===== config.mk =====
export PLATFORM = sky130hd
export DESIGN_NAME = instr_encoder
export DESIGN_NICKNAME = d
export VERILOG_FILES = /design/src/rtl/riscv_pkg.sv /design/src/rtl/instr_format.sv /design/src/rtl/instr_encoder.sv
export SDC_FILE = /design/constraint.sdc
export NUM_CORES = 1
export LEC_CHECK = 0
export CAP_MARGIN = 20
export CORE_ASPECT_RATIO = 1.5
export CORE_UTILIZATION = 42
export DETAILED_ROUTE_END_ITERATION = 7
export GPL_TIMING_DRIVEN = 0
export HOLD_SLACK_MARGIN = 0.05
export PLACE_DENSITY = 0.82
export RECOVER_POWER = 50
export SETUP_SLACK_MARGIN = 0.4
export SYNTH_ARGS = -nofsm -noshare
export SYNTH_HDL_FRONTEND = slang
export SYNTH_HIERARCHICAL = 1
export SYNTH_SLANG_ARGS = --single-unit

===== constraint.sdc =====
create_clock -name clk -period 1.8 [get_ports clk]
set_clock_uncertainty 0.05 [all_clocks]
set_input_delay 0.45 -clock clk [delete_from_list [all_inputs] [get_ports clk]]
set_output_delay 0.45 -clock clk [all_outputs]
set_load 0.005 [all_outputs]

===== src/rtl/riscv_pkg.sv =====
// Shared RV32I encoding constants, request class encoding and encoder FSM state type.
package riscv_pkg;

   localparam logic [6:0] OPC_R      = 7'b0110011;
   localparam logic [6:0] OPC_LOAD   = 7'b0000011;
   localparam logic [6:0] OPC_OPIMM  = 7'b0010011;
   localparam logic [6:0] OPC_STORE  = 7'b0100011;
   localparam logic [6:0] OPC_BRANCH = 7'b1100011;
   localparam logic [6:0] OPC_JAL    = 7'b1101111;

   typedef enum logic [2:0] {
      CLS_R      = 3'd0,
      CLS_LOAD   = 3'd1,
      CLS_OPIMM  = 3'd2,
      CLS_STORE  = 3'd3,
      CLS_BRANCH = 3'd4,
      CLS_JAL    = 3'd5
   } op_class_e;

   typedef enum logic [1:0] {
      ST_IDLE  = 2'd0,
      ST_WRITE = 2'd1,
      ST_FULL  = 2'd2
   } enc_state_e;

endpackage


===== src/rtl/instr_format.sv =====
// Combinational RV32I field packer: request class and fields in, encoded word and legal flag out.
// Optional immediate range checking is enabled by defining ENCODER_RANGE_CHECK_EN.
module instr_format
   import riscv_pkg::*;
(
   input  logic [2:0]         op_class,
   input  logic [2:0]         funct3,
   input  logic [6:0]         funct7,
   input  logic [4:0]         rd,
   input  logic [4:0]         rs1,
   input  logic [4:0]         rs2,
   input  logic signed [20:0] imm,
   output logic [31:0]        word,
   output logic               legal
);

   logic cls_ok;
   logic imm_ok;

   always_comb begin
      word   = '0;
      cls_ok = 1'b1;
      case (op_class_e'(op_class))
         CLS_R:      word = {funct7, rs2, rs1, funct3, rd, OPC_R};
         CLS_LOAD:   word = {imm[11:0], rs1, funct3, rd, OPC_LOAD};
         CLS_OPIMM:  word = {imm[11:0], rs1, funct3, rd, OPC_OPIMM};
         CLS_STORE:  word = {imm[11:5], rs2, rs1, funct3, imm[4:0], OPC_STORE};
         CLS_BRANCH: word = {imm[12], imm[10:5], rs2, rs1, funct3, imm[4:1], imm[11], OPC_BRANCH};
         CLS_JAL:    word = {imm[20], imm[10:1], imm[11], imm[19:12], rd, OPC_JAL};
         default:    cls_ok = 1'b0;
      endcase
   end

`ifdef ENCODER_RANGE_CHECK_EN
   always_comb begin
      imm_ok = 1'b1;
      case (op_class_e'(op_class))
         CLS_LOAD, CLS_OPIMM, CLS_STORE:
            imm_ok = (imm >= -21'sd2048) && (imm <= 21'sd2047);
         CLS_BRANCH:
            imm_ok = (imm >= -21'sd4096) && (imm <= 21'sd4094) && !imm[0];
         CLS_JAL:
            imm_ok = !imm[0];
         default:
            imm_ok = 1'b1;
      endcase
   end
`else
   // Without range checking the byte-offset LSB is simply dropped.
   logic unused_imm0;
   assign unused_imm0 = imm[0];
   assign imm_ok      = 1'b1;
`endif

   assign legal = cls_ok && imm_ok;

endmodule


===== src/rtl/instr_encoder.sv =====
// Encodes instruction requests into RV32I words and streams them into instruction memory.
// Define ENCODER_RANGE_CHECK_EN to reject out-of-range or misaligned immediates.
module instr_encoder
   import riscv_pkg::*;
#(
   parameter int          DEPTH     = 64,
   parameter logic [31:0] BASE_ADDR = 32'h0000_0000
) (
   input  logic                         clk,
   input  logic                         reset,
   input  logic                         in_valid,
   output logic                         in_ready,
   input  logic [2:0]                   op_class,
   input  logic [2:0]                   funct3,
   input  logic [6:0]                   funct7,
   input  logic [4:0]                   rd,
   input  logic [4:0]                   rs1,
   input  logic [4:0]                   rs2,
   input  logic signed [20:0]           imm,
   input  logic                         start,
   output logic                         imem_we,
   output logic [31:0]                  imem_addr,
   output logic [31:0]                  imem_wdata,
   output logic [$clog2(DEPTH+1)-1:0]   count,
   output logic                         full,
   output logic                         err
);

   localparam int CW = $clog2(DEPTH+1);

   enc_state_e    state, state_d;
   logic [31:0]   word_p0;
   logic          legal_p0;
   logic [31:0]   word_p1;
   logic          rewind_q;
   logic          rewind;
   logic          capture;
   logic          set_err;
   logic          cnt_inc;
   logic [CW-1:0] count_nxt;

   instr_format u_format (
      .op_class (op_class),
      .funct3   (funct3),
      .funct7   (funct7),
      .rd       (rd),
      .rs1      (rs1),
      .rs2      (rs2),
      .imm      (imm),
      .word     (word_p0),
      .legal    (legal_p0)
   );

   assign count_nxt = count + CW'(1);

   always_comb begin
      state_d  = state;
      in_ready = 1'b0;
      imem_we  = 1'b0;
      rewind   = 1'b0;
      capture  = 1'b0;
      set_err  = 1'b0;
      cnt_inc  = 1'b0;
      case (state)
         ST_IDLE: begin
            // A start seen during the previous WRITE is applied here, blocking new requests.
            rewind   = start || rewind_q;
            in_ready = !rewind;
            if (in_valid && in_ready) begin
               if (legal_p0) begin
                  capture = 1'b1;
                  state_d = ST_WRITE;
               end else begin
                  set_err = 1'b1;
               end
            end
         end
         ST_WRITE: begin
            imem_we = 1'b1;
            cnt_inc = 1'b1;
            state_d = (count_nxt == CW'(DEPTH)) ? ST_FULL : ST_IDLE;
         end
         ST_FULL: begin
            rewind = start || rewind_q;
            if (rewind) state_d = ST_IDLE;
         end
         default: state_d = ST_IDLE;
      endcase
   end

   // Stage p0 -> p1: registered word drives memory during WRITE
   always_ff @(posedge clk) begin
      if (reset) begin
         state    <= ST_IDLE;
         count    <= '0;
         err      <= 1'b0;
         word_p1  <= '0;
         rewind_q <= 1'b0;
      end else begin
         state    <= state_d;
         rewind_q <= (state == ST_WRITE) && start;
         if (rewind) begin
            count <= '0;
            err   <= 1'b0;
         end else begin
            if (cnt_inc) count <= count_nxt;
            if (set_err) err   <= 1'b1;
         end
         if (capture) word_p1 <= word_p0;
      end
   end

   assign imem_wdata = word_p1;
   assign imem_addr  = BASE_ADDR + (32'(count) << 2);
   assign full       = (count == CW'(DEPTH));

endmodule


==> results.md <==
* Primary FF master, synth: dfxtp_1
* Chip Height at 100.2 µm
* Initial core utilization at 0.4371
* Final std cells w/o fill at ~600
* IO Pins at 128
* Buf/Inv on CP at 2
* Crit path max-delay cell type: dfxtp_4
* Congestion Overflow GR at 0
* # rows at 35
* Post-synth EDFFs at 0
* Routed len/inst at 21.28 µm
* Synth top area cells: dfxtp_1 (32%), buf_4 (11%), nand2_1 (11%)
* Yosys top cell area share at 0.3190
* Initial DRC count at 337
* Clock Path Buffers at 2
* Seq/Total Area, Yosys at 0.3190
* Power Density at 468.2 nW/µm²
* Net Sw Frac at 0.3128
* Nets@finish at 595
* Hold Crit Class: flop to flop
* Worst VDD drop at 380.8 µV
* R2R Setup Slk at -0.01 ns
* Tmin final at 1.963 ns
* Max-cap viol count at 0
* Crit-path max FO at 2
* DPL Wire Length at ~6000 µm
* Clock share of power at 0.274
* Period utilisation layout at 1.091
* Initial antenna violation count at 0
* Cell area after technology mapping at 2699 µm²
* Hold buffer count at CTS at 0
* Vias in the first global route at 3,276
* CTS buffer count at 5
* Core ar. at 6175 µm²
* Final setup viols at 3
* CP Data Required Time at 1.30 ns
* Gr usage total at 0.3133
* FMAX at 509.4 MHz
* Root Driver: clkbuf_8
* Crit path cell chain: buf_4 -> nor2_2 -> nor4b_4 -> buf_2
* Post-placement cell count at ~550
* Delay-heaviest family, CP: simple AND/OR/NAND/NOR gates
* DIE AREA at 6757 µm²
* Max incr delay on CP at 0.36 ns
* Global-route wire length before repair at ~16,000 µm
* Syn. warnings at 6
* Final ANT Viol Nets at 0
* Clock Pin Slew Worst Setup and Hold Paths at 0.08 ns
* Number of port buffers at 100
* Final Hold Vio Count at 0
* Async SR Flop Fraction at 0
* Worst skew pair latency at 0.31 ns
* Mean post-synth cell area at 7.755 µm²
* Nature of the critical path endpoint: output pin
* Final instance area at 5285 µm²
* Area leader, netlist: dfxtp_1
* Setup CP Type: flop to output pin
* Max_slew headroom at 0.4924
* Via count at 3,568
* # DRC at 0
* # diodes at 0
* Share of power burned in registers at 0.400
* Type of origin of the critical path: flop
* Failing checks: setup timing
* TritonCTS Sinks at 43
* Vias/cell at around 5.8
* Leak Pwr at about 2.4 nW
* Final Util at 0.8559
* Synth Instances at 348
* Unrepaired setup endpoints after global routing: yes
* Most instantiated cells after synthesis: nand2_1 (76), dfxtp_1 (43), a21oi_1 (39), buf_4 (39), o22ai_1 (17)
* DR pass1 iterations at 6
* Internal power at 1.700 mW
* GP Congestion at approximately 0.86
* Pin slew with the least headroom to its limit at 0.7614 ns
* Die width at 67.45 µm
* CP arrival at between 1 and 1.5 ns
* CTS tree: done
* H-Tree Depth at 2
* Setup ws final at -0.1630 ns
* Final wirelength at 13,090 µm
* Placed Instance Area at about 3900 µm²
* Gate power share at 0.326
* Register bit total from synthesis at between 40 and 50
* Largest net degree at the start of global routing at 14
* Area Overhead vs Synth at 95.83%
* Setup TNS at -0.1815 ns
* Pins Over Slew Limit at 0
* NetSw at 774.0 µW
* Most frequent cell after synthesis: nand2_1
* Layout cell share with drive strength beyond 1 at 0.5287
* Unique cell type count in the Yosys netlist at 45
* Outcome: finished with violations
[flip-flops by register name, summed over array words and instances (netlist names)]
signal,count
err,1
imem_wdata,32
state,2
rewind_q,1
count,7
[tightest hold or removal path, delay by kind of cell (launching register included)]
family / cells / cell delay, ns
AO/OA/AOI/OAI: 1 / 0.04
flip-flops: 1 / 0.33
AND/OR/NAND/NOR: 1 / 0.05
[cell usage in the layout, fill, tap and decap left out, types with 3 or more instances in the layout]
cell / count
nand2_2: 12
dfxtp_4: 10
buf_12: 6
nand2_4: 34
buf_2: 9
a21oi_2: 36
conb_1: 25
buf_6: 50
clkdlybuf4s15_1: 21
clkbuf_1: 4
clkdlybuf4s50_1: 47
a21oi_1: 4
clkbuf_8: 6
dfxtp_1: 13
buf_8: 8
buf_4: 59
inv_1: 9
nor2_1: 8
o22ai_1: 16
a2bb2oi_1: 4
o2bb2ai_1: 6
nand3_4: 3
xor2_1: 3
nand2_1: 30
dfxtp_2: 20
inv_4: 3
dlygate4sd2_1: 8
xnor2_1: 3
mux2i_1: 8
nor2b_1: 11
o21ai_0: 3
a22oi_1: 10
a2bb2oi_2: 4
nor2_4: 3
a31oi_1: 7
clkbuf_2: 6
[per-layer routing]
layer / wire length [µm] / vias to the layer above / part of all wire / global-route usage
met2: 6859 / 267 / 0.52 / 0.5862
met1: 4288 / 1679 / 0.33 / 0.3104
li1: - / 1524 / - / -
met4: 1039 / 0 / 0.079 / 0.1555
met5: 0 / - / 0 / 0
met3: 901 / 98 / 0.069 / 0.06705
[cell type report]
| cell class | instances | area, µm² |
|---|---|---|
| clock buffers | 7 | 86.33 |
| fillers | 308 | 889.6 |
| multi-input cells | 259 | 1999 |
| flip-flops and latches | 43 | 923.4 |
| inverters | 12 | 52.55 |
| clock inverters | 1 | 8.758 |
| plain buffers | 58 | 551.8 |
| repair buffers | 161 | 1570 |
| well taps | 74 | 92.59 |
[path summary, 6_finish.rpt]
path | from | end | cells past startpoint
setup reg to reg | count[0] | count[4] | 9
setup / recovery | count[3] | full | 4
hold / removal | imem_wdata[2] | imem_wdata[2] | 2
hold reg to reg | imem_wdata[2] | imem_wdata[2] | 2
[cell families (layout without fill, tap and decap cells)]
logic type | count (synthesis) | count (layout) | synth area share
fa+ha+maj | 2 | 2 | 0.009271
compound gates | 98 | 98 | 0.2388
mux | 8 | 8 | 0.02967
flops | 43 | 43 | 0.3190
simple gates | 120 | 120 | 0.2091
xor+xnor | 6 | 6 | 0.01948
buf+inv | 70 | 239 | 0.1734
other cells | 1 | 25 | 0.001389
[power groups by stage]
| stage | Clock [mW] | Sequential [mW] | Combinational [mW] |
|---|---|---|---|
| 2_1_floorplan | 0 | 1.02 | 0.316 |
| 3_3_place_gp | 0 | 1.02 | 0.556 |
| 3_5_place_dp | 0 | 1.02 | 0.564 |
| 4_1_cts | 0.652 | 0.987 | 0.634 |
| 5_1_grt | 0.712 | 0.993 | 0.844 |
| 6_report | 0.677 | 0.990 | 0.807 |
[through the flow]
stage	hold slack (ns)	setup WS, ns	total power, mW
2_1_floorplan	0.4027	0.3834	1.336
3_3_place_gp	0.3917	-0.5563	1.574
3_5_place_dp	0.3979	-0.5884	1.583
4_1_cts	0.4039	0.04280	2.273
5_1_grt	0.4191	-0.1423	2.549
6_report	0.4057	-0.1630	2.474
[what timing repair did]
item | CTS | global route
buffers inserted | 43 | 13
gates resized for setup | 212 | 184
hold endpoints to repair | 0 | 0
pin swaps | 18 | 38
cloned | 5 | 0
setup endpoints to repair | 92 | 79
Note: power is estimated with default switching activity, not from simulation.
